[src/rtl/branch_predictor_table_pkg.sv]
// Shared types for the branch predictor family: FSM state, legacy 2-bit
// counter encoding and the weakly-not-taken initial value helper.
package branch_predictor_table_pkg;

  localparam int unsigned WORD_W = 32;

  typedef enum logic {BP_INIT, BP_RUN} bp_state_t;

  // Legacy fixed 2-bit encoding, kept for CTR_W=2 users.
  typedef enum logic [1:0] {
    BP_SNT = 2'd0,
    BP_WNT = 2'd1,
    BP_WT  = 2'd2,
    BP_ST  = 2'd3
  } branch_pred_t;

  function automatic int unsigned ctr_wnt(input int unsigned ctr_w);
    return (1 << (ctr_w - 1)) - 1;
  endfunction

endpackage

[src/rtl/branch_predictor_table_sat_counter.sv]
// Combinational next-value for an up/down saturating counter of CTR_W bits.
module sat_counter_next #(
  parameter int unsigned CTR_W = 2
) (
  input  logic [CTR_W-1:0] i_ctr,
  input  logic             i_inc,
  output logic [CTR_W-1:0] o_next
);

  always_comb begin
    o_next = i_ctr;
    if (i_inc) begin
      if (i_ctr != '1) o_next = i_ctr + 1'b1;
    end else if (i_ctr != '0) begin
      o_next = i_ctr - 1'b1;
    end
  end

endmodule

[src/rtl/branch_predictor_table.sv]
// PC/gshare-indexed saturating-counter direction predictor with self-initialisation.
// Optional branch target buffer enabled by defining BRANCH_PRED_BTB_EN.
module branch_predictor_table
  import branch_predictor_table_pkg::*;
#(
  parameter int unsigned ENTRIES = 64,
  parameter int unsigned CTR_W   = 2,
  parameter int unsigned GHR_W   = 0
) (
  input  logic              CLK,
  input  logic              RST,
  input  logic              flush,
  output logic              ready,
  input  logic [WORD_W-1:0] lookup_pc,
  output logic              lookup_taken,
  output logic              lookup_hit,
  output logic [WORD_W-1:0] lookup_target,
  input  logic              upd_valid,
  input  logic [WORD_W-1:0] upd_pc,
  input  logic              upd_taken,
  input  logic [WORD_W-1:0] upd_target
);

  localparam int unsigned      IDX_W    = $clog2(ENTRIES);
  localparam int unsigned      GHR_RW   = (GHR_W > 0) ? GHR_W : 1;
  localparam logic [IDX_W-1:0] GHR_MASK = (GHR_W > 0) ? '1 : '0;
  localparam logic [CTR_W-1:0] CTR_INIT = CTR_W'(ctr_wnt(CTR_W));

  bp_state_t         r_state;
  logic [IDX_W-1:0]  r_ptr;
  logic [GHR_RW-1:0] r_ghr;
  logic              r_ready;
  logic [CTR_W-1:0]  r_ctr [ENTRIES];

  logic [IDX_W-1:0]  w_ghr_idx;
  logic [IDX_W-1:0]  w_lk_idx;
  logic [IDX_W-1:0]  w_upd_idx;
  logic [CTR_W-1:0]  w_ctr_next;
  logic              w_restart;
  logic              w_upd_en;

  // With GHR_W=0 a 1-bit history register still exists but is masked out of the index.
  assign w_ghr_idx = IDX_W'(r_ghr) & GHR_MASK;
  assign w_lk_idx  = lookup_pc[IDX_W+1:2] ^ w_ghr_idx;
  assign w_upd_idx = upd_pc[IDX_W+1:2] ^ w_ghr_idx;
  assign w_restart = RST | flush;
  assign w_upd_en  = upd_valid & r_ready & ~w_restart;

  sat_counter_next #(.CTR_W(CTR_W)) u_sat (
    .i_ctr  (r_ctr[w_upd_idx]),
    .i_inc  (upd_taken),
    .o_next (w_ctr_next)
  );

  always_ff @(posedge CLK) begin
    if (w_restart) begin
      r_state <= BP_INIT;
      r_ptr   <= '0;
      r_ghr   <= '0;
      r_ready <= 1'b0;
    end else begin
      case (r_state)
        BP_INIT: begin
          r_ptr <= r_ptr + 1'b1;
          if (r_ptr == '1) begin
            r_state <= BP_RUN;
            r_ready <= 1'b1;
          end
        end
        BP_RUN: begin
          if (upd_valid) r_ghr <= GHR_RW'({r_ghr, upd_taken});
        end
        default: r_state <= BP_INIT;
      endcase
    end
  end

  always_ff @(posedge CLK) begin
    if (!w_restart) begin
      if (r_state == BP_INIT) r_ctr[r_ptr] <= CTR_INIT;
      else if (w_upd_en)      r_ctr[w_upd_idx] <= w_ctr_next;
    end
  end

  assign ready        = r_ready;
  assign lookup_taken = r_ready & r_ctr[w_lk_idx][CTR_W-1];

`ifdef BRANCH_PRED_BTB_EN
  localparam int unsigned TAG_W = WORD_W - IDX_W - 2;

  typedef struct packed {
    logic              valid;
    logic [TAG_W-1:0]  tag;
    logic [WORD_W-1:0] target;
  } btb_entry_t;

  btb_entry_t r_btb [ENTRIES];
  btb_entry_t w_lk_ent;
  logic       w_hit;
  logic       w_unused;

  always_ff @(posedge CLK) begin
    if (!w_restart) begin
      if (r_state == BP_INIT) begin
        r_btb[r_ptr].valid <= 1'b0;
      end else if (w_upd_en && upd_taken) begin
        r_btb[upd_pc[IDX_W+1:2]] <= '{valid: 1'b1,
                                      tag: upd_pc[WORD_W-1:IDX_W+2],
                                      target: upd_target};
      end
    end
  end

  assign w_lk_ent      = r_btb[lookup_pc[IDX_W+1:2]];
  assign w_hit         = r_ready & w_lk_ent.valid & (w_lk_ent.tag == lookup_pc[WORD_W-1:IDX_W+2]);
  assign lookup_hit    = w_hit;
  assign lookup_target = w_hit ? w_lk_ent.target : '0;
  assign w_unused      = ^{lookup_pc[1:0], upd_pc[1:0]};
`else
  logic w_unused;

  assign lookup_hit    = 1'b0;
  assign lookup_target = '0;
  assign w_unused      = ^{lookup_pc[WORD_W-1:IDX_W+2], lookup_pc[1:0],
                           upd_pc[WORD_W-1:IDX_W+2], upd_pc[1:0], upd_target};
`endif

endmodule

[config.mk]
export PLATFORM = sky130hd
export DESIGN_NAME = branch_predictor_table
export DESIGN_NICKNAME = d
export VERILOG_FILES = /design/src/rtl/branch_predictor_table_pkg.sv /design/src/rtl/branch_predictor_table_sat_counter.sv /design/src/rtl/branch_predictor_table.sv
export SDC_FILE = /design/constraint.sdc
export NUM_CORES = 1
export LEC_CHECK = 0
export ABC_CLOCK_PERIOD_IN_PS = 15230
export BUFFER_PORTS_ARGS = -buffer_cell sky130_fd_sc_hd__clkbuf_2
export CAP_MARGIN = 25
export CORE_MARGIN = 3
export CORE_UTILIZATION = 25
export DETAILED_ROUTE_END_ITERATION = 16
export PLACE_DENSITY = 0.41
export SKIP_LAST_GASP = 1
export SYNTH_ARGS = -nofsm -noshare
export SYNTH_HDL_FRONTEND = slang
export SYNTH_SLANG_ARGS = --single-unit
export TNS_END_PERCENT = 100
[constraint.sdc]
create_clock -name CLK -period 15.23 [get_ports CLK]
set_input_delay 2.2845 -clock CLK [delete_from_list [all_inputs] [get_ports CLK]]
set_output_delay 2.2845 -clock CLK [all_outputs]
set_load 0.02 [all_outputs]
## After elaboration in Yosys (flattened, before gate mapping)

Memory sizes are Yosys's and may differ from the RTL's.
Index checks and enable logic that the tools add are counted.

- Add/subtract/negate cells: 3
- $mul: 0
- Divide/modulo/power cells: 0
- $lt $le $gt $ge: 0
- Eq/ne operators: 2
- Shift operators: 0
- Mux-type cells: 15
- Bitwise gates (word level): 6
- Reduce and logical (&&, ||, !) cells: 3

Operators with widths:

| cell | count |
|---|---|
| 2-to-1 mux 1 bit | 10 |
| 2-to-1 mux 2 bit | 4 |
| adder 6 x 1 -> 6 bit (second input constant) | 1 |
| == test 6 bit (second input constant) | 1 |
| 2-to-1 mux 6 bit | 1 |
| bitwise AND 1 bit | 3 |
| adder 2 x 1 -> 2 bit (second input constant) | 1 |
| inequality test 2 bit (second input constant) | 1 |
| inverter 1 bit | 2 |
| AND reduction 2 bit | 1 |
| nonzero test 2 bit | 1 |
| OR reduction 2 bit | 1 |
| subtractor 2 x 1 -> 2 bit (second input constant) | 1 |
| OR 1 bit | 1 |

- Flip-flop bits (word level): 8
- Latch bits: 0
- Memory bits (writable): 128
- Memory bits (read-only): 0
- Input bits: 101
- Output and inout port bits: 35
- Logic and storage cells: 33
- Memories: 1

Memory list:

| memory | depth | width | rd ports | clocked after Yosys merged registers in | write ports | RTL line | text |
|---|---|---|---|---|---|---|---|
| r_ctr | 64 | 2 | 2 | 0 | 1 | branch_predictor_table.sv:33 | `logic [CTR_W-1:0] r_ctr [ENTRIES];` |

## Logic depth before layout (Yosys ltp)

- Depth after elaboration: 9
- Mapped depth: 8
- Gate-level depth less buffers: 6

## By module

Synthesis repeated with hierarchy kept, for this count alone.

- Cell total of the unflattened synthesis: 473
- Area total of the unflattened synthesis: 6,716.4 um^2

By module, submodules not included:

| module | instances | cells each | area each (um^2) | seq. area each (um^2) |
|---|---|---|---|---|
| branch_predictor_table | 1 | 470 | 6,690.2 | 4,003.8 |
| sat_counter_next | 1 | 3 | 26.3 | 0.0 |

## Worst setup path after synthesis

No wires, ideal clock.

- Path kind: input port to output port
- From: in lookup_pc[3]
- To: out lookup_taken
- Data arrival time: 4.355 ns
- Data required time: 12.946 ns
- Slack: 8.590 ns
- Cell stages on the path: 6
- Path buffers: 2
- Cell sequence: clkbuf_1 -> buf_1 -> mux4_2 -> mux4_2 -> mux4_2 -> and2_1

- Cells in the longest elaborated chain, start to end: 2

Ends and longest elaborated chain:

| element | RTL line | text |
|---|---|---|
| start, declared | branch_predictor_table.sv:14 | `input logic [WORD_W-1:0] lookup_pc,` |
| memory read (64 x 2 bit) | -- |  |
| bitwise AND 1 bit | branch_predictor_table.sv:86 | `assign lookup_taken = r_ready & r_ctr[w_lk_idx][CTR_W-1];` |
| end, declared | branch_predictor_table.sv:15 | `output logic lookup_taken,` |

No other way between the ends.

## Worst setup path after layout

- From: in lookup_pc[2]
- To: out lookup_taken

The elaborated chain is that of the path after synthesis.

==> flow_metrics.env <==
export IMPL_synth_top_area_share_pct=58.5
export IMPL_synth_edf_count=128
export IMPL_ant_nets=0
export IMPL_rsz0062_at_grt="false"
export IMPL_power_leakage_nw=2.59
export IMPL_cts_htree_levels=4
export IMPL_synthFlopType="edfxtp_1"
export IMPL_finalMaxSlewViolations=0
export IMPL_nNetsFinal=560
export IMPL_async_reset_ff_share_pct=0
export IMPL_gr_total_overflow=0
export IMPL_p_per_area_nw_per_um2=112
export IMPL_drc=0
export IMPL_grt_pass1_vias=3865
export IMPL_clock_fmax_ghz=0.139
export IMPL_slew_limit_headroom_pct=34.0
export IMPL_fp_row_count=58
export IMPL_drv_cap=0
export IMPL_first_pass_iters=5
export IMPL_utilization_pct=29.1
export IMPL_gp_congestion=0.738
export IMPL_post_cts_resized=0
export IMPL_track_usage_pct=11.9
export IMPL_critPathArrivalTime_ns=4.89
export IMPL_viasPerCell=4.64
export IMPL_fillers=2526
export IMPL_grt_pass1_wl_um=24600
export IMPL_fin_crit_ns=7.18
export IMPL_root_buffer="clkbuf_16"
export IMPL_seq_area_frac_synth_pct=61.0
export IMPL_die_area_sq_um=28200
export IMPL_cts_setup_buffers=0
export IMPL_clk_path_buf_depth=2
export IMPL_portBuffers=18
export IMPL_drt_iter0_markers=347
export IMPL_synth_seq_cells=136
export IMPL_antenna_cells=0
export IMPL_clkSlewWorstSetupHoldPaths_ns=0.06
export IMPL_clock_sinks=136
export IMPL_dp_cells=769
export IMPL_setup_violations=0
export IMPL_synth_cell_type_count=40
export IMPL_coreArea_sq_um=25500
export IMPL_hold_buffers=0
export IMPL_grt_use_met2_pct=19.5
export IMPL_yosysWarnings=0
export IMPL_synth_area_leader_cell="edfxtp_1"
export IMPL_required_ns=12.95
export IMPL_synth_area_per_cell_sq_um=14.8
export IMPL_finalClockSkew_ns=0.00641
export IMPL_wire_per_inst_um=20.3
export IMPL_met3_usage_pct=3.71
export IMPL_vdd_drop_max_mv=0.0544
export IMPL_start_util_pct=25.8
export IMPL_cts_tree="done"
export IMPL_hold_path_class="reg2reg"
export IMPL_critPathKind="in2out"
export IMPL_crit_path_start_kind="input pin"
export IMPL_syn_area_sq_um=6570
export IMPL_syn_inst=444
export IMPL_busiest_layer="met2"
export IMPL_tightest_slew_ns=0.987
export IMPL_hold_violations=0
export IMPL_fin_setup_tns_ns=0
export IMPL_totalWireLength_um=16300
export IMPL_area_growth_pct=13.0
export IMPL_critPathMaxFanout=16
export IMPL_end_kind="output port"
export IMPL_numCtsBuffers=17
export IMPL_fin_crit_sh_pct=47.1
export IMPL_num_vias=3710
export IMPL_die_h_um=168
export IMPL_final_cells=800
export IMPL_whs_ns=0.556
export IMPL_io_pins=136
export IMPL_synth_area_leaders="edfxtp_1 59%, mux4_2 18%, nor2_1 4.7%, buf_4 4.0%, dfxtp_1 2.4%"
export IMPL_grt_start_max_net_pins=45
export IMPL_use_met1_pct=15.6
export IMPL_antenna_found_initial=0
export IMPL_outcome="completed"
export IMPL_die_w_um=168
export IMPL_clk_latency_ns=0.42
export IMPL_dp_hpwl_um=10800
export IMPL_drive_above_1_share_pct=22.8
==> registers in the layout (all words and copies together) (netlist names) <==
register	count
ready	1
r_ctr	128
r_ptr	6
r_state	1
==> worst max-delay path, stage by stage <==
cell and delay (ns):
clkbuf_2 0.54, mux4_2 0.60, mux4_2 0.56, mux4_2 0.51
and2_1 0.21, clkbuf_2 0.16
==> cells in the mapped netlist, types with 2 or more instances <==
cell type / count
a211oi_1: 2
nor2b_1: 7
a22oi_1: 14
a31oi_1: 2
edfxtp_1: 128
or2_2: 2
nor2_1: 82
buf_2: 3
o21a_1: 3
and2_1: 3
clkbuf_1: 17
nand4_1: 2
buf_1: 3
dfxtp_1: 8
nor3_1: 2
xor2_1: 2
inv_1: 2
nor4_1: 2
mux4_2: 53
o21ai_0: 6
buf_4: 35
nand3_1: 7
nand3b_1: 4
nand2b_1: 9
mux2i_1: 3
xnor2_1: 2
a21oi_1: 9
nand2_1: 20
==> stage by stage <==
step	instance area (sq um)	total power (W)	setup slack [ns]
final	7420	0.000828	8.05
after global routing	7420	0.000856	7.93
after CTS	7420	0.000836	8.00
after detailed placement	6870	0.000451	8.00
after global placement	6870	0.000451	7.99
after floorplan	6690	0.000446	8.59
==> area by class of cell <==
| type | count | area, sq um | share of cell area, % |
|---|---|---|---|
| clock buffer | 19 | 433 | 5.84 |
| clock inverter | 12 | 110 | 1.48 |
| inverter | 2 | 7.51 | 0.101 |
| multi-input combinational | 279 | 2330 | 31.4 |
| sequential | 136 | 4000 | 54.0 |
| tap | 330 | 413 | 5.57 |
| timing repair buffer | 22 | 120 | 1.62 |
==> final timing paths <==
kind / from / end / slack, ns / cells past startpoint
setup / recovery: lookup_pc[2] / lookup_taken / 8.05 / 6
hold / removal: r_ptr[0] / r_ptr[0] / 0.56 / 2
setup reg to reg: r_state / r_ctr[45][1] / 12.05 / 4
hold reg to reg: r_ptr[0] / r_ptr[0] / 0.56 / 2
==> cell usage in the layout (no fill, tap or decap), types with 4 or more instances in the layout <==
cell	netlist	final
edfxtp_1	128	128
nor2_1	82	81
mux4_2	53	53
conb_1	1	33
nand2_1	20	20
clkbuf_2	0	18
clkbuf_16	0	17
a22oi_1	14	14
nand2b_1	9	9
a21oi_1	9	9
dfxtp_1	8	8
nor2b_1	7	7
nand3_1	7	7
clkinv_2	0	7
o21ai_0	6	6
nand3b_1	4	4
buf_4	35	4
==> metal layers <==
layer,up-vias,part of all wire (%)
met4,0,0.73
li1,1675,-
met2,100,49
met1,1925,45
met5,-,0
met3,10,5.4
==> where the power goes <==
| part | switching [W] | internal (W) |
|---|---|---|
| clock | 0.000149 | 0.000236 |
| combinational | 0.0000264 | 0.0000123 |
| sequential | 0.000000480 | 0.000403 |
| total | 0.000176 | 0.000652 |
==> cells by family after synthesis <==
group           share of synthesized area, %
simple gates                            9.70
flops                                   61.0
buf+inv                                 5.66
mux                                     18.6
compound gates                          4.10
xor+xnor                               0.534
fa+ha+maj                              0.343
other cells                           0.0571
Power figures use the tool's default switching activity.
